## config.mk

```make
export PLATFORM = sky130hd
export DESIGN_NAME = btn_step_ctrl
export DESIGN_NICKNAME = d
export VERILOG_FILES = /design/src/rtl/btn_pkg.sv /design/src/rtl/sync_2ff.sv /design/src/rtl/btn_step_ctrl.sv
export SDC_FILE = /design/constraint.sdc
export NUM_CORES = 1
export LEC_CHECK = 0
export CAP_MARGIN = 25
export CORE_ASPECT_RATIO = 0.6
export CORE_MARGIN = 2
export CORE_UTILIZATION = 45
export DETAILED_ROUTE_END_ITERATION = 8
export GPL_TIMING_DRIVEN = 0
export PLACE_DENSITY_LB_ADDON = 0.12
export SETUP_SLACK_MARGIN = 0.15
export SYNTH_ARGS = -nofsm -noshare
export SYNTH_HDL_FRONTEND = slang
export SYNTH_SLANG_ARGS = --single-unit
```

## constraint.sdc

```tcl
create_clock -name clk -period 4.5 [get_ports clk]
set_input_delay 1.35 -clock clk [delete_from_list [all_inputs] [get_ports clk]]
set_output_delay 1.35 -clock clk [all_outputs]
set_load 0.01 [all_outputs]
```

## src/rtl/btn_pkg.sv

```systemverilog
// Shared types and helpers for the button step controller and related
// button/switch input logic.
//   state_t   : step FSM states (2-bit encoding)
//   cnt_width : width of a counter that must reach max(a, b)-1
package btn_pkg;

  typedef enum logic [1:0] {
    IDLE = 2'd0,
    HOLD = 2'd1,
    RPT  = 2'd2
  } state_t;

  function automatic int unsigned cnt_width(input int unsigned a, input int unsigned b);
    return $clog2((a > b) ? a : b);
  endfunction

endpackage

```

## src/rtl/sync_2ff.sv

```systemverilog
// Generic 1-bit two-stage synchroniser for asynchronous level inputs.
//   clk   : destination clock, rising edge
//   rst_n : asynchronous active-low reset, both stages clear to 0
//   d     : asynchronous input level
//   q     : synchronised level, two clk edges behind d
module sync_2ff (
  input  logic clk,
  input  logic rst_n,
  input  logic d,
  output logic q
);

  logic s0;

  always_ff @(posedge clk or negedge rst_n) begin
    if (!rst_n) begin
      s0 <= 1'b0;
      q  <= 1'b0;
    end else begin
      s0 <= d;
      q  <= s0;
    end
  end

endmodule

```

## src/rtl/btn_step_ctrl.sv

```systemverilog
// Turns the debounced button level into CPU single-step tokens, one per
// press plus optional auto-repeat while held, delivered on valid/ready.
//   clk         : system clock, rising edge
//   rst_n       : asynchronous active-low reset
//   btn_level   : debounced button level, asynchronous to clk
//   step_ready  : consumer accepts the pending token this cycle
//   clr_overrun : one-cycle pulse clearing overrun
//   step_valid  : step token pending
//   held        : high while in the auto-repeat phase
//   press_cnt   : count of accepted tokens, wraps modulo 2^CNT_W
//   overrun     : sticky, a token was dropped while one was still pending
module btn_step_ctrl
  import btn_pkg::*;
#(
  parameter int unsigned HOLD_CYCLES   = 50_000_000,
  parameter int unsigned REPEAT_CYCLES = 10_000_000,
  parameter bit          AUTO_REPEAT   = 1'b1,
  parameter int unsigned CNT_W         = 8
) (
  input  logic             clk,
  input  logic             rst_n,
  input  logic             btn_level,
  input  logic             step_ready,
  input  logic             clr_overrun,
  output logic             step_valid,
  output logic             held,
  output logic [CNT_W-1:0] press_cnt,
  output logic             overrun
);

  localparam int unsigned CW = cnt_width(HOLD_CYCLES, REPEAT_CYCLES);
  localparam logic [CW-1:0] HOLD_LAST   = CW'(HOLD_CYCLES - 1);
  localparam logic [CW-1:0] REPEAT_LAST = CW'(REPEAT_CYCLES - 1);

  logic          lvl;
  logic          prev;
  logic [1:0]    warm;
  state_t        state, state_nx;
  logic [CW-1:0] cnt, cnt_nx;
  logic          rise;
  logic          emit;
  logic          xfer;

  sync_2ff u_sync (
    .clk   (clk),
    .rst_n (rst_n),
    .d     (btn_level),
    .q     (lvl)
  );

  always_comb begin
    rise     = lvl & ~prev;
    xfer     = step_valid & step_ready;
    state_nx = state;
    cnt_nx   = cnt;
    emit     = 1'b0;
    case (state)
      IDLE: begin
        if (rise) begin
          emit     = 1'b1;
          state_nx = HOLD;
          cnt_nx   = '0;
        end
      end
      HOLD: begin
        if (!lvl) begin
          state_nx = IDLE;
          cnt_nx   = '0;
        end else if (cnt == HOLD_LAST) begin
          if (AUTO_REPEAT) begin
            emit     = 1'b1;
            state_nx = RPT;
            cnt_nx   = '0;
          end
        end else begin
          cnt_nx = cnt + 1'b1;
        end
      end
      RPT: begin
        if (!lvl) begin
          state_nx = IDLE;
          cnt_nx   = '0;
        end else if (cnt == REPEAT_LAST) begin
          emit   = 1'b1;
          cnt_nx = '0;
        end else begin
          cnt_nx = cnt + 1'b1;
        end
      end
      default: begin
        state_nx = IDLE;
        cnt_nx   = '0;
      end
    endcase
  end

  always_ff @(posedge clk or negedge rst_n) begin
    if (!rst_n) begin
      state      <= IDLE;
      cnt        <= '0;
      prev       <= 1'b1;
      warm       <= '0;
      step_valid <= 1'b0;
      held       <= 1'b0;
      press_cnt  <= '0;
      overrun    <= 1'b0;
    end else begin
      // The synchroniser emits reset zeros for two edges after reset; prev
      // is pinned high until real samples arrive so a button held through
      // reset is not mistaken for a fresh press.
      warm  <= {warm[0], 1'b1};
      prev  <= warm[1] ? lvl : 1'b1;
      state <= state_nx;
      cnt   <= cnt_nx;
      held  <= (state_nx == RPT);

      if (xfer) begin
        press_cnt <= press_cnt + 1'b1;
      end

      if (emit) begin
        step_valid <= 1'b1;
      end else if (xfer) begin
        step_valid <= 1'b0;
      end

      if (emit && step_valid && !step_ready) begin
        overrun <= 1'b1;
      end else if (clr_overrun) begin
        overrun <= 1'b0;
      end
    end
  end

endmodule
```

==> flow_metrics.env <==
export IMPL_rr_endpoint="cnt[16]"
export IMPL_p_int_mw=0.6789
export IMPL_wl_um=4945
export IMPL_grt_pass1_wl_um=8273
export IMPL_path_buf_inv=1
export IMPL_finalSetupViolCount=0
export IMPL_worstSkewPairLatency_ps=300
export IMPL_min_path_type="reg2reg"
export IMPL_seqCellArea_sq_um=1102
export IMPL_synth_async_reset_ratio=1.000
export IMPL_synth_distinct_cells=48
export IMPL_clockBufferDepth=2
export IMPL_core_area_sq_um=5080
export IMPL_drive_gt1_frac=0.09328
export IMPL_cts_resized=0
export IMPL_cts_setup_buffers=0
export IMPL_numPortBuffers=15
export IMPL_slowest_stage="clkdlybuf4s50_1"
export IMPL_min_delay_start="warm[0]"
export IMPL_tns_ps=0
export IMPL_pwr_density_cell_nw_per_um2=352.3
export IMPL_p_leak_nw=1.160
export IMPL_wire_per_inst_um=14.81
export IMPL_fmax_mhz=379.7
export IMPL_gr_total_overflow=0
export IMPL_r2r_cells=7
export IMPL_first_pass_iters=4
export IMPL_synth_cell_area_sq_um=2384
export IMPL_worst_path_dominant_cell_family="buffers and inverters"
export IMPL_io_pins=16
export IMPL_die_x_um=97.96
export IMPL_r2r_slack_ps=2160
export IMPL_synth_nets=255
export IMPL_ctsHoldBuffers=0
export IMPL_holdPathEnd="warm[1]"
export IMPL_syn_to_final_growth_pct=14.91
export IMPL_grt_max_degree=27
export IMPL_cpPeakStageDelay_ps=570
export IMPL_end_kind="primary output"
export IMPL_fin_skew_ps=7.777
export IMPL_p_seq_frac=0.469
export IMPL_worstPathCellList="clkdlybuf4s50_1"
export IMPL_syn_avg_cell_area_sq_um=9.769
export IMPL_rsz0062_at_grt="no"
export IMPL_yosysSeqAreaShare=0.4625
export IMPL_grt_pass1_vias=1619
export IMPL_gp_congestion=0.7835
export IMPL_cts_made_buffers=5
export IMPL_root_buffer="clkbuf_8"
export IMPL_worstPathArrival_ps=1280
export IMPL_rows=20
export IMPL_cts_tree="yes"
export IMPL_hold_viol=0
export IMPL_tightest_slew_ps=832.9
export IMPL_required_ps=3150
export IMPL_cts_sinks=44
export IMPL_crit_start="press_cnt[2]"
export IMPL_clk_pin_slew_ps=80
export IMPL_die_area_sq_um=5914
export IMPL_holdWs_ps=350.8
export IMPL_critPathMaxFanout=5
export IMPL_reg2reg_from="cnt[0]"
export IMPL_fin_crit_sh=0.5852
export IMPL_finalCriticalPeriod_ps=2633
export IMPL_yosys_register_bits=44
export IMPL_synth_flop_cell="dfrtp_1"
export IMPL_die_y_um=60.38
export IMPL_postSynthCellCount=244
export IMPL_drtIter0Drc=182
export IMPL_combPwrFrac=0.223
export IMPL_worstSetupPathType="reg2out"
export IMPL_ant_nets=0
export IMPL_grt_usage=0.1827
export IMPL_multi_input_area_sq_um=1214
export IMPL_fillCellCount=485
export IMPL_p_clk_frac=0.307
export IMPL_slew_violations=0
export IMPL_htree_levels=2
export IMPL_viasPerCell=5.341
export IMPL_final_net_count=278
export IMPL_vdd_ir_drop_worst_uv=185.9
export IMPL_vias=1784
export IMPL_maxCapViolCount=0
export IMPL_synth_warnings=0
export IMPL_relSlewSlack=0.4414
export IMPL_diodes=0
export IMPL_start_util=0.4692
export IMPL_antenna_found_initial=0
export IMPL_run_status="finished, final reports clean"
export IMPL_remaining_drc_errors=0
export IMPL_cp_start_kind="flop"
export IMPL_switching_share=0.2964
export IMPL_hold_path_depth=0
export IMPL_synth_edf_count=0
export IMPL_hpwl_um=3755
export IMPL_p_sw_mw=0.2860
-- synthesized netlist by cell type (all sizes together), types with 2 or more instances --
library cell | count | area, sq um
a2111oi | 3 | 52.55
a21oi | 8 | 40.04
and2 | 4 | 26.28
and3 | 9 | 56.30
and4 | 3 | 26.28
buf | 4 | 26.27
clkbuf | 2 | 7.510
dfrtp | 43 | 1076
ha | 6 | 75.07
inv | 9 | 33.78
mux2 | 2 | 22.52
nand2 | 25 | 93.84
nand2b | 4 | 25.02
nand3 | 16 | 80.08
nand3b | 2 | 15.01
nand4 | 7 | 43.79
nor2 | 26 | 97.59
nor2b | 2 | 12.51
nor3 | 8 | 51.30
nor4 | 2 | 27.53
nor4bb | 2 | 20.02
o211ai | 6 | 45.04
o21ai | 9 | 45.04
o22ai | 3 | 18.77
or4b | 2 | 23.77
xnor2 | 10 | 87.58
xor2 | 14 | 122.6
-- worst max-delay path by stage --
stage	end	slack [ps]	depth (start not counted)
floorplan	press_cnt[7]	2530	4
global placement	step_valid	860	1
detailed placement	press_cnt[7]	1870	5
CTS	press_cnt[2]	1850	1
global route	press_cnt[2]	1810	1
finish	press_cnt[2]	1870	1
-- logic make-up (layout without fill, tap and decap cells) --
family | Yosys count | count (layout) | synth area share
other cells | 1 | 1 | 0.001573
simple gates | 118 | 118 | 0.2745
buf+inv | 15 | 39 | 0.02834
fa+ha+maj | 6 | 6 | 0.03150
compound gates | 34 | 34 | 0.1039
mux | 2 | 2 | 0.009448
flops | 44 | 44 | 0.4625
xor+xnor | 24 | 24 | 0.08819
-- placed cells by master, fill, tap and decap left out, types with 2 or more instances in the layout --
cell type,Yosys,routed
dfrtp_1,43,43
nor2_1,26,26
nand2_1,25,25
nand3_1,16,16
xor2_1,14,14
clkdlybuf4s50_1,0,14
xnor2_1,10,10
inv_1,9,9
and3_1,9,9
o21ai_0,9,9
a21oi_1,8,8
nand4_1,7,7
nor3_1,7,7
o211ai_1,6,6
ha_1,6,6
clkbuf_8,0,5
buf_2,3,4
nand2b_1,4,4
and4_1,3,3
clkbuf_1,2,3
o22ai_1,3,3
nor4bb_1,2,2
and2_1,2,2
nor2b_1,2,2
nand3b_1,2,2
mux2_2,2,2
-- through the flow --
stage	power (mW)	cells	util	worst slack, ps	instance area [sq um]
floorplan	0.5853	244	-	2534	2384
global placement	0.6761	325	0.5150	860.3	2616
detailed placement	0.6764	326	0.5180	1871	2631
CTS	0.9796	334	0.5392	1851	2739
global route	1.023	334	0.5392	1813	2739
finish	0.9649	334	0.5392	1867	2739
-- layout make-up --
class / count / share of cell area
Clock buffer: 6 / 0.02650
Buffer: 6 / 0.01233
Tap cell: 66 / 0.03015
Inverter: 9 / 0.01233
Multi-Input combinational cell: 185 / 0.4431
Clock inverter: 2 / 0.01279
Timing Repair Buffer: 16 / 0.06030
Sequential cell: 44 / 0.4025
-- sequential cells by signal, indices dropped and copies added (netlist names), 2 cells and up --
name       flops
cnt           26
press_cnt      8
state          2
warm           2
-- metal layers --
layer	global-route usage	routed length (um)	part of all wire	vias to the layer above
li1	-	-	-	907
met1	0.3091	2862	0.58	846
met2	0.2270	1823	0.37	29
met3	0.04493	237	0.048	2
met4	0.03571	21	0.0042	0
met5	0	0	0	-
-- power by group through the flow --
stage	registers, mW	clock network [mW]	logic, mW
global placement	0.460	0	0.216
floorplan	0.465	0	0.120
CTS	0.453	0.309	0.218
finish	0.453	0.297	0.216
global route	0.457	0.324	0.242
detailed placement	0.460	0	0.216
Note: power is estimated with default switching activity, not from simulation.
